==> src/rtl/fft_pkg.sv <==
// Shared constants, loader state encoding and sample packing for the FFT frame path.
// Pure declarations; no logic.
package fft_pkg;
    localparam int FFT_N  = 1024;
    localparam int HALF_N = 512;
    localparam int AW     = 11;
    localparam int DW     = 16;

    typedef enum logic [2:0] {
        S_IDLE  = 3'd0,
        S_LOAD0 = 3'd1,
        S_LOAD1 = 3'd2,
        S_FLUSH = 3'd3,
        S_KICK  = 3'd4,
        S_WAIT  = 3'd5,
        S_DONE  = 3'd6
    } state_t;

    function automatic logic [2*DW-1:0] pack_iq(input logic [DW-1:0] re, input logic [DW-1:0] im);
        return {re, im};
    endfunction
endpackage

==> src/rtl/bank_write_port.sv <==
// Registered write driver for one single-port BSRAM bank.
// Latency: strobe and address/data appear the cycle after wr_en. No backpressure; RAM always accepts.
module bank_write_port #(
    parameter int AW = 11,
    parameter int DW = 16,
    parameter int IW = 9
) (
    input  logic              clk,
    input  logic              rst_n,
    input  logic              wr_en,
    input  logic [IW-1:0]     wr_idx,
    input  logic [2*DW-1:0]   wr_dat,
    output logic              ce,
    output logic              wre,
    output logic              oce,
    output logic [AW-1:0]     ad,
    output logic [2*DW-1:0]   din
);
    logic              wr_q, wr_d;
    logic [AW-1:0]     ad_q, ad_d;
    logic [2*DW-1:0]   din_q, din_d;

    // Address and data hold their last value between writes to avoid needless toggling.
    always_comb begin
        wr_d  = wr_en;
        ad_d  = ad_q;
        din_d = din_q;
        if (wr_en) begin
            ad_d  = {{(AW-IW){1'b0}}, wr_idx};
            din_d = wr_dat;
        end
    end

    always_ff @(posedge clk or negedge rst_n) begin
        if (!rst_n) begin
            wr_q  <= 1'b0;
            ad_q  <= '0;
            din_q <= '0;
        end else begin
            wr_q  <= wr_d;
            ad_q  <= ad_d;
            din_q <= din_d;
        end
    end

    assign ce  = wr_q;
    assign wre = wr_q;
    assign oce = wr_q;
    assign ad  = ad_q;
    assign din = din_q;
endmodule

==> src/rtl/fft_frame_loader.sv <==
// Loads a 1024-sample complex frame into the two FFT banks, then runs the fft1024 start/finish handshake.
// Latency: write strobe 1 cycle after accept, fft_start 2 cycles after the final accept. in_ready low outside LOAD0/LOAD1.
module fft_frame_loader #(
    parameter int HALF_N = 512,
    parameter int AW     = 11,
    parameter int DW     = 16
) (
    input  logic              clk,
    input  logic              rst_n,
    input  logic              arm,
    input  logic              in_valid,
    output logic              in_ready,
    input  logic [DW-1:0]     in_re,
    input  logic [DW-1:0]     in_im,
    input  logic              in_last,
    output logic              oce0,
    output logic              ce0,
    output logic              wre0,
    output logic [AW-1:0]     ad0,
    output logic [2*DW-1:0]   din0,
    output logic              oce1,
    output logic              ce1,
    output logic              wre1,
    output logic [AW-1:0]     ad1,
    output logic [2*DW-1:0]   din1,
    output logic              sel,
    output logic              fft_start,
    input  logic              fft_finish,
    output logic              busy,
    output logic              done,
    output logic              err
);
    import fft_pkg::*;

    localparam int CW = $clog2(2*HALF_N);

    state_t          state_q, state_d;
    logic [CW-1:0]   cnt_q, cnt_d;
    logic            err_q, err_d;
    logic            accept, bad_last, wr_en;
    logic [2*DW-1:0] wr_dat;

    assign accept   = in_valid && in_ready;
    // A premature in_last drops the sample and aborts the frame; a missing one on the final sample is harmless.
    assign bad_last = accept && in_last && (cnt_q != CW'(2*HALF_N-1));
    assign wr_en    = accept && !bad_last;
    assign wr_dat   = pack_iq(in_re, in_im);

    always_comb begin
        state_d   = state_q;
        cnt_d     = cnt_q;
        err_d     = 1'b0;
        in_ready  = 1'b0;
        sel       = 1'b0;
        fft_start = 1'b0;
        done      = 1'b0;
        busy      = (state_q != S_IDLE);
        case (state_q)
            S_IDLE: begin
                if (arm) begin
                    state_d = S_LOAD0;
                    cnt_d   = '0;
                end
            end
            S_LOAD0, S_LOAD1: begin
                in_ready = 1'b1;
                if (bad_last) begin
                    state_d = S_IDLE;
                    cnt_d   = '0;
                    err_d   = 1'b1;
                end else if (accept) begin
                    cnt_d = cnt_q + 1'b1;
                    if (state_q == S_LOAD0 && cnt_q == CW'(HALF_N-1)) begin
                        state_d = S_LOAD1;
                    end else if (state_q == S_LOAD1 && cnt_q == CW'(2*HALF_N-1)) begin
                        state_d = S_FLUSH;
                        cnt_d   = '0;
                    end
                end
            end
            S_FLUSH: state_d = S_KICK;
            S_KICK: begin
                sel       = 1'b1;
                fft_start = 1'b1;
                state_d   = S_WAIT;
            end
            S_WAIT: begin
                sel = 1'b1;
                if (fft_finish) begin
                    state_d = S_DONE;
                end
            end
            S_DONE: begin
                done    = 1'b1;
                state_d = S_IDLE;
            end
            default: state_d = S_IDLE;
        endcase
    end

    always_ff @(posedge clk or negedge rst_n) begin
        if (!rst_n) begin
            state_q <= S_IDLE;
            cnt_q   <= '0;
            err_q   <= 1'b0;
        end else begin
            state_q <= state_d;
            cnt_q   <= cnt_d;
            err_q   <= err_d;
        end
    end

    assign err = err_q;

    // The counter MSB is the bank select: samples 0..HALF_N-1 land in bank0.
    bank_write_port #(.AW(AW), .DW(DW), .IW(CW-1)) u_bank0 (
        .clk    (clk),
        .rst_n  (rst_n),
        .wr_en  (wr_en && !cnt_q[CW-1]),
        .wr_idx (cnt_q[CW-2:0]),
        .wr_dat (wr_dat),
        .ce     (ce0),
        .wre    (wre0),
        .oce    (oce0),
        .ad     (ad0),
        .din    (din0)
    );

    bank_write_port #(.AW(AW), .DW(DW), .IW(CW-1)) u_bank1 (
        .clk    (clk),
        .rst_n  (rst_n),
        .wr_en  (wr_en && cnt_q[CW-1]),
        .wr_idx (cnt_q[CW-2:0]),
        .wr_dat (wr_dat),
        .ce     (ce1),
        .wre    (wre1),
        .oce    (oce1),
        .ad     (ad1),
        .din    (din1)
    );
endmodule

==> config.mk <==
export PLATFORM = sky130hd
export DESIGN_NAME = fft_frame_loader
export DESIGN_NICKNAME = d
export VERILOG_FILES = /design/src/rtl/fft_pkg.sv /design/src/rtl/bank_write_port.sv /design/src/rtl/fft_frame_loader.sv
export SDC_FILE = /design/constraint.sdc
export NUM_CORES = 1
export LEC_CHECK = 0
export ABC_AREA = 1
export CAP_MARGIN = 20
export CORE_UTILIZATION = 42
export DETAILED_ROUTE_END_ITERATION = 16
export PLACE_DENSITY = 0.84
export SLEW_MARGIN = 40
export SYNTH_ARGS = -nofsm -noshare
export SYNTH_HDL_FRONTEND = slang
export SYNTH_SLANG_ARGS = --single-unit
==> constraint.sdc <==
create_clock -name clk -period 1.6 [get_ports clk]
set_clock_uncertainty 0.1 [all_clocks]
set_input_delay 0.16 -clock clk [delete_from_list [all_inputs] [get_ports clk]]
set_output_delay 0.16 -clock clk [all_outputs]
set_load 0.1 [all_outputs]
# == After elaboration in Yosys (flattened, before gate mapping) ==
# Cells that the tools add are included.
# totals
register_bits,98
input_bits,38
out_inout_bits,98
word_cells,59
# classes
add_sub_neg,1
eq_ne,13
n_mux,19
reduce_logical,17
# op_table
op,count
two-way mux 10 bit,5
case mux 10 bit (2 select lines),1
two-way mux 3 bit,6
case mux 3 bit (5 select lines),1
adder 10 x 1 -> 10 bit (second input constant),1
== test 10 bit (second input constant),1
== test 10 x 9 -> 1 bit (second input constant),1
inequality test 10 bit (second input constant),1
== test 3 bit (second input constant),3
logical AND 1 bit,8
== test 3 x 2 -> 1 bit (second input constant),2
two-way mux 1 bit,6
inequality test 2 bit (second input constant),2
inequality test 4 bit (second input constant),1
AND reduction 4 bit,1
OR reduction 2 bit,2
== test 3 x 1 -> 1 bit (second input constant),1
logical NOT 3 bit,1
inequality test 3 bit (second input constant),1
AND reduction 3 bit,1
nonzero test 3 bit,1
logical NOT 1 bit,2
nonzero test 2 bit,1

# == Logic depth before layout (Yosys ltp) ==
# Gate-level depths: netlist of the first run.
# depth
word_depth,9
mapped_depth,10
mapped_depth_nobuf,9

# == Hierarchy ==
# Synthesis of the first run repeated with hierarchy kept, for this count alone.
# unflattened
cells_unflattened,509
area_unflattened_um2,4394.2
# by_module_without_submodules
module,instances,cells_each,area_each_um2
bank_write_port,2,180,1676.6
fft_frame_loader,1,149,1041.0

# == Worst setup path before layout of the first run ==
# No wires, ideal clock.
# synth_path
kind,reg-to-output
start,reg state_q[1]
end,out sel
t_arrival_ns,2.672
required_time_ns,1.340
path_slack_ns,-1.332
path_stages_with_launch,4
n_path_buf,0
path_cell_list,dfrtp_1 inv_2 nand2_2 o21ai_0
# synth_between
elab_chain_len,3
# synth_lines
item,line,rtl
start: declaration,fft_frame_loader.sv:37,"state_t state_q, state_d;"
start signal: assignment,fft_frame_loader.sv:107,state_q <= state_d;
== test 3 bit,fft_frame_loader.sv:58,case (state_q)
OR reduction 2 bit (no line) *,--,
two-way mux 1 bit *,fft_frame_loader.sv:58,
end: declaration,fft_frame_loader.sv:26,"output logic sel,"
# Mark *: on every way between the ends. The rest lies on a longest branch, timed or not.

# == Worst setup path after layout of the first run ==
# layout_path
start,reg cnt_q[1]
end,"reg u_bank0.din_q[12], in the netlist u_bank0.din[12]"
# layout_between
elab_chain_len,5
# layout_lines
item,line,rtl
start: declaration,fft_frame_loader.sv:38,"logic [CW-1:0] cnt_q, cnt_d;"
start signal: assignment,fft_frame_loader.sv:108,cnt_q <= cnt_d;
inequality test 10 bit,fft_frame_loader.sv:45,assign bad_last = accept && in_last && (cnt_q != CW'(2*HALF_N-1));
logical AND 1 bit,fft_frame_loader.sv:45,
logical NOT 1 bit,fft_frame_loader.sv:46,assign wr_en = accept && !bad_last;
logical AND 1 bit,fft_frame_loader.sv:46,
logical AND 1 bit,fft_frame_loader.sv:119,".wr_en (wr_en && !cnt_q[CW-1]),"
end signal: assignment,bank_write_port.sv:42,din_q <= din_d;
end: declaration,bank_write_port.sv:21,"logic [2*DW-1:0] din_q, din_d;"
# Every way passes these cells.
# A chain may end at the register's enable or synchronous reset.

==> results.toml, run 1 <==
[clock_tree]
cts-root-buf = "clkbuf_8"
cts_buffers = 9
h-tree-depth = 3
clk_path_buf_depth = 2
cts.reportedPaths.clkPinSlew_ns = 0.11
clock-sinks = 98
clk_latency_ns = 0.39
cts_tree = "yes"

[timing]
finalHoldViolations = 0
setup_viol = 95
fin_crit_ns = 1.79
setup-tns-final_ns = -10.16
setup_slack_ns = -0.191
fmax_ghz = 0.558
period_share_pct = 112
tightestPinTransition_ns = 0.529
relSlewSlack_pct = 64.7
drv_slew = 0
grt_setup_unrepaired = "yes"

[status]
status = "finished, violations left"
violations = "negative setup slack"

[logic_synthesis]
seq_area_frac_synth_pct = 57.1
synth_seq_cells = 98
avgSynthCellArea_um2 = 9.63
syn-cell-area_um2 = 4300
ys_warn_count = 0
yosysUniqueCellTypes = 24
syn-instance-count = 446

[setup_path]
max_stage_delay_ns = 0.38
cp_num_buf_inv = 2
path_class = "flip-flop to flip-flop"
crit_path_max_fanout = 6
cpMaxStageDelayCell = "dfrtp_1"
critPathLaunchType = "flip-flop"
crit_top_cell = "nand2_4"
reg2reg_from = "cnt_q[1]"
path_cells = "ha_2 -> nand2_4 -> nor2_4 -> nand2_2 -> nand2_4 -> nand3_4 -> buf_6 -> clkbuf_16 -> o21ai_1"
critPathCaptureType = "flip-flop"
arrival_ns = 1.99
crit_family = "simple AND/OR/NAND/NOR gates"
critPathRequiredTime_ns = 1.80
crit_start = "cnt_q[1]"

[global_route]
grt_overflow = 0
grt.busiest_layer = "met2"
gr-usage-all-layers_pct = 25.3
grt_max_degree = 99
antenna_found_initial = 0
use_met2_pct = 45.9
met1_usage_pct = 28.7
use_met3_pct = 5.49
grt_pass1_wl_um = 20000
grt_pass1_vias = 3916

[floorplan]
initial_core_util_pct = 43.6
die-area_um2 = 10600
die_y_um = 103
die_w_um = 103
core_area_um2 = 9860
row_count = 36
boundaryPins = 136

[placement]
placed_area_um2 = 6930
dpl.hpwl_um = 8280
dpl_worst_slack_ns = -0.186
dp.cells = 715
port_buffers = 131
gp_congestion = 0.872

[pwr]
power_mw = 15.6
power.leakage_nw = 3.84
ir_drop_mv = 1.60
cellPowerDensity_nw_per_um2 = 1880

[detailed_routing]
routed-via-count = 4153
drt_iter0_markers = 183
routedWlPerCell_um = 22.3
route.detailed.drc = 0
via_per_inst = 5.41
wl_um = 17100
ant_nets = 0
dr.pass1.iters = 5

[layout]
drive_gt1_share_pct = 57.1
final_cell_mix = "buf_12 (103), dfrtp_1 (94), o21ai_2 (70), nand2_4 (57), inv_1 (53)"
layout.cells.most_common = "buf_12"
finalNonFillerCells = 767
final_area_um2 = 8290
area_delta_synth_final_pct = 93.0
antenna_cells = 0
layout.nets = 668

[min_path]
hold_class = "input port to flip-flop"
min_from = "in_re[8]"

[flow_run]
maxCapViolations = 0
==> stage by stage <==
step	hold slack, ns	util [%]
floorplan	-0.236	-
global placement	0.152	70.3
detailed placement	0.156	70.3
CTS	0.254	77.3
global route	0.294	84.0
finish	0.257	84.0
==> layout make-up <==
class	instances	area (µm²)
fillers	388	1570
flip-flops and latches	98	2460
repair buffers	195	3120
well taps	133	166
multi-input cells	266	2080
clock inverters	5	85.1
clock buffers	11	151
inverters	59	228
==> final timing paths <==
check | end | slack [ns] | cells past startpoint
setup / recovery | u_bank0.din[12] | -0.19 | 9
hold / removal | u_bank0.din[24] | 0.26 | 3
setup reg to reg | u_bank0.din[12] | -0.19 | 9
hold reg to reg | u_bank1.ad[1] | 0.47 | 2
max in group asynchronous | u_bank0.ce | 0.72 | 3
min in group asynchronous | u_bank0.din[13] | 0.27 | 3
==> per-layer routing <==
metal,part of all wire [%],up-vias
li1,-,1768
met1,36,2084
met2,53,227
met3,6.0,74
met4,5.0,0
met5,0,-
==> power by group <==
group / internal (mW) / switching, mW / leakage [nW] / total, mW
clock network: 0.975 / 0.946 / 0.116 / 1.92
logic: 3.70 / 6.18 / 2.42 / 9.89
registers: 2.97 / 0.782 / 1.31 / 3.75
==> cells by family after synthesis <==
kind of cell             share of synthesized area, %
AND/OR/NAND/NOR                                  16.3
AO/OA/AOI/OAI                                    14.9
XOR/XNOR                                        0.408
buffers and inverters                            10.9
adder cells (fa/ha/maj)                         0.291
flip-flops                                       57.1
other                                          0.0873
==> sequential cells by signal, indices dropped and copies added, names as in the netlist <==
name	count
u_bank0.ad	9
cnt_q	10
u_bank0.ce	1
u_bank1.ce	1
err	1
u_bank0.din	32
u_bank1.din	32
state_q	3
u_bank1.ad	9
==> synthesized netlist by cell type (all sizes together) <==
cell / number / share of area [%]
nand4: 3 / 0.44
nand3b: 1 / 0.17
ha: 1 / 0.29
conb: 1 / 0.087
o21ai: 90 / 15
clkbuf: 2 / 0.17
inv: 59 / 5.2
a21oi: 1 / 0.12
nand3: 14 / 2.1
dfrtp: 98 / 57
nand2: 122 / 11
xor2: 2 / 0.41
buf: 24 / 5.6
o21a: 1 / 0.17
nor2: 26 / 2.6
nor3: 1 / 0.23
==> repair_timing <==
action / CTS / global route
gates resized for setup: 55 / 111
hold buffers: 1 / 0
endpoints found under the hold margin: 98 / 0
pin swaps: 4 / 4
endpoints found under the setup margin: 100 / 101
cloned: 6 / 11
setup buffers: 15 / 6
==> worst reg2reg max path, delay by kind of cell (launching register included) <==
family                   cells  cell delay (ns)
buffers and inverters        2             0.36
flip-flops                   1             0.38
AND/OR/NAND/NOR              5             0.48
adder cells (fa/ha/maj)      1             0.22
AO/OA/AOI/OAI                1             0.17
Note: power is estimated with default switching activity, not from simulation.
==> run 2, diff against run 1 <==
- CELL_PAD_IN_SITES_DETAIL_PLACEMENT: default -> 2
- CELL_PAD_IN_SITES_GLOBAL_PLACEMENT: default -> 2
- CORE_MARGIN: default -> 5
- CORE_UTILIZATION: 42 -> 25
- RECOVER_POWER: default -> 25
==> results.toml, run 2 (same netlist as run 1, synthesis figures left out) <==
[status]
status = "finished, violations left"
violations = "negative setup slack"

[setup_path]
critPathRequiredTime_ns = 1.77
rr_endpoint = "u_bank0.din[31]"
r2r_cells = 9
r2r_setup_slack_ns = -0.19
critPathLaunchType = "flip-flop"
critPathCaptureType = "flip-flop"
crit_path_max_fanout = 12
crit_start = "cnt_q[0]"
endpoint = "u_bank0.din[31]"
reg2reg_from = "cnt_q[0]"
path_class = "flip-flop to flip-flop"
arrival_ns = 1.96

[pwr]
power.leakage_nw = 3.88
power_mw = 16.2
cellPowerDensity_nw_per_um2 = 1900
ir_drop_mv = 1.32

[timing]
period_share_pct = 112
relSlewSlack_pct = 38.0
fin_crit_ns = 1.79
fmax_ghz = 0.559
setup_slack_ns = -0.190
grt_setup_unrepaired = "yes"
finalHoldViolations = 0
tightestPinTransition_ns = 0.929
drv_slew = 0
setup_viol = 101

[clock_tree]
cts_buffers = 9
cts-root-buf = "clkbuf_16"
cts.reportedPaths.clkPinSlew_ns = 0.07
cts_tree = "yes"
h-tree-depth = 3
clk_latency_ns = 0.35
clk_path_buf_depth = 2
clock-sinks = 98

[detailed_routing]
via_per_inst = 4.47
drt_iter0_markers = 144
routedWlPerCell_um = 21.0
dr.pass1.iters = 4
ant_nets = 0
wl_um = 18100
route.detailed.drc = 0
routed-via-count = 3850

[floorplan]
row_count = 48
boundaryPins = 136
core_area_um2 = 17100
die-area_um2 = 19900
die_y_um = 141
initial_core_util_pct = 25.2
die_w_um = 141

[min_path]
hold_class = "input port to flip-flop"

[layout]
antenna_cells = 0
finalNonFillerCells = 861
layout.nets = 670
final_cell_mix = "buf_12 (101), dfrtp_1 (94), o21ai_2 (67), inv_1 (52), nand2_2 (50)"
area_delta_synth_final_pct = 98.6
layout.cells.most_common = "buf_12"
drive_gt1_share_pct = 58.3

[flow_run]
maxCapViolations = 0

[placement]
dp.cells = 816
dpl.hpwl_um = 12200
gp_congestion = 0.790
port_buffers = 131

[global_route]
grt_pass1_vias = 4490
grt_overflow = 0
gr-usage-all-layers_pct = 17.5
antenna_found_initial = 0
grt_max_degree = 99
grt_pass1_wl_um = 26800
==> run 2: changes by cell type in the layout (fill, tap and decap cells not counted), sizes merged <==
cell / before / now
clkinvlp: 2 / 3
clkinv: 1 / 2
nand3: 14 / 15
buf: 150 / 152
inv: 59 / 58
clkbuf: 19 / 17
==> run 2: power by group <==
group / internal [mW] / leakage [nW] / total, mW / switching, mW
logic: 3.82 / 2.42 / 10.1 / 6.25
registers: 2.97 / 1.31 / 3.76 / 0.788
clock network: 1.38 / 0.153 / 2.39 / 1.01
total: 8.17 / 3.88 / 16.2 / 8.04
==> run 2: stage by stage <==
step                      worst slack, ns  setup TNS (ns)  utilization (%)  area, µm²  hold slack [ns]
after global routing               -0.265          -20.97             50.0       8530            0.301
after detailed placement           -0.324          -21.64             41.8       7130            0.170
after floorplan                    -0.205           -2.74                -       4460           -0.236
after CTS                          -0.174          -10.30             47.2       8050            0.291
final                              -0.190          -14.14             50.0       8530            0.301
after global placement             -0.210          -13.49             41.8       7130            0.160
==> run 2: worst max-delay path, cell delays in order, from the launching register on <==
cell       delay, ns
dfrtp_1         0.41
ha_4            0.17
nand2_4         0.05
nor2_4          0.15
nand2_2         0.08
nand2_4         0.12
nand3_4         0.09
buf_12          0.17
clkbuf_16       0.19
o21ai_1         0.16
==> run 2: repair_timing <==
| action | CTS | global route |
|---|---|---|
| gates resized for setup | 85 | 92 |
| pin swaps | 6 | 21 |
| hold buffers | 1 | 0 |
| endpoints found under the hold margin | 98 | 0 |
| endpoints found under the setup margin | 101 | 101 |
| buffers inserted | 12 | 6 |
| cloned | 6 | 6 |
==> run 2: area by class of cell <==
class                      instances  area, µm²
fill                            1619       8520
timing repair buffer             196       3150
sequential                        98       2460
multi-input combinational        267       2080
tap                              225        282
inverter                          59        241
clock buffer                      10        229
clock inverter                     6       90.1
==> run 2: how the worst min path moves through the flow <==
stage | cells after the start | endpoint | startpoint
2_1_floorplan | 0 | cnt_q[0] | rst_n
3_3_place_gp | 2 | u_bank1.ad[5] | rst_n
3_5_place_dp | 2 | u_bank1.ad[5] | rst_n
4_1_cts | 3 | u_bank1.din[26] | in_re[10]
5_1_grt | 3 | u_bank1.din[26] | in_re[10]
6_report | 3 | u_bank1.din[26] | in_re[10]
==> run 2: metal layers <==
metal	global-route usage, %	wire length [µm]
met1	18.9	6710
met2	34.6	10600
met3	3.15	577
met4	4.44	250
met5	0	0
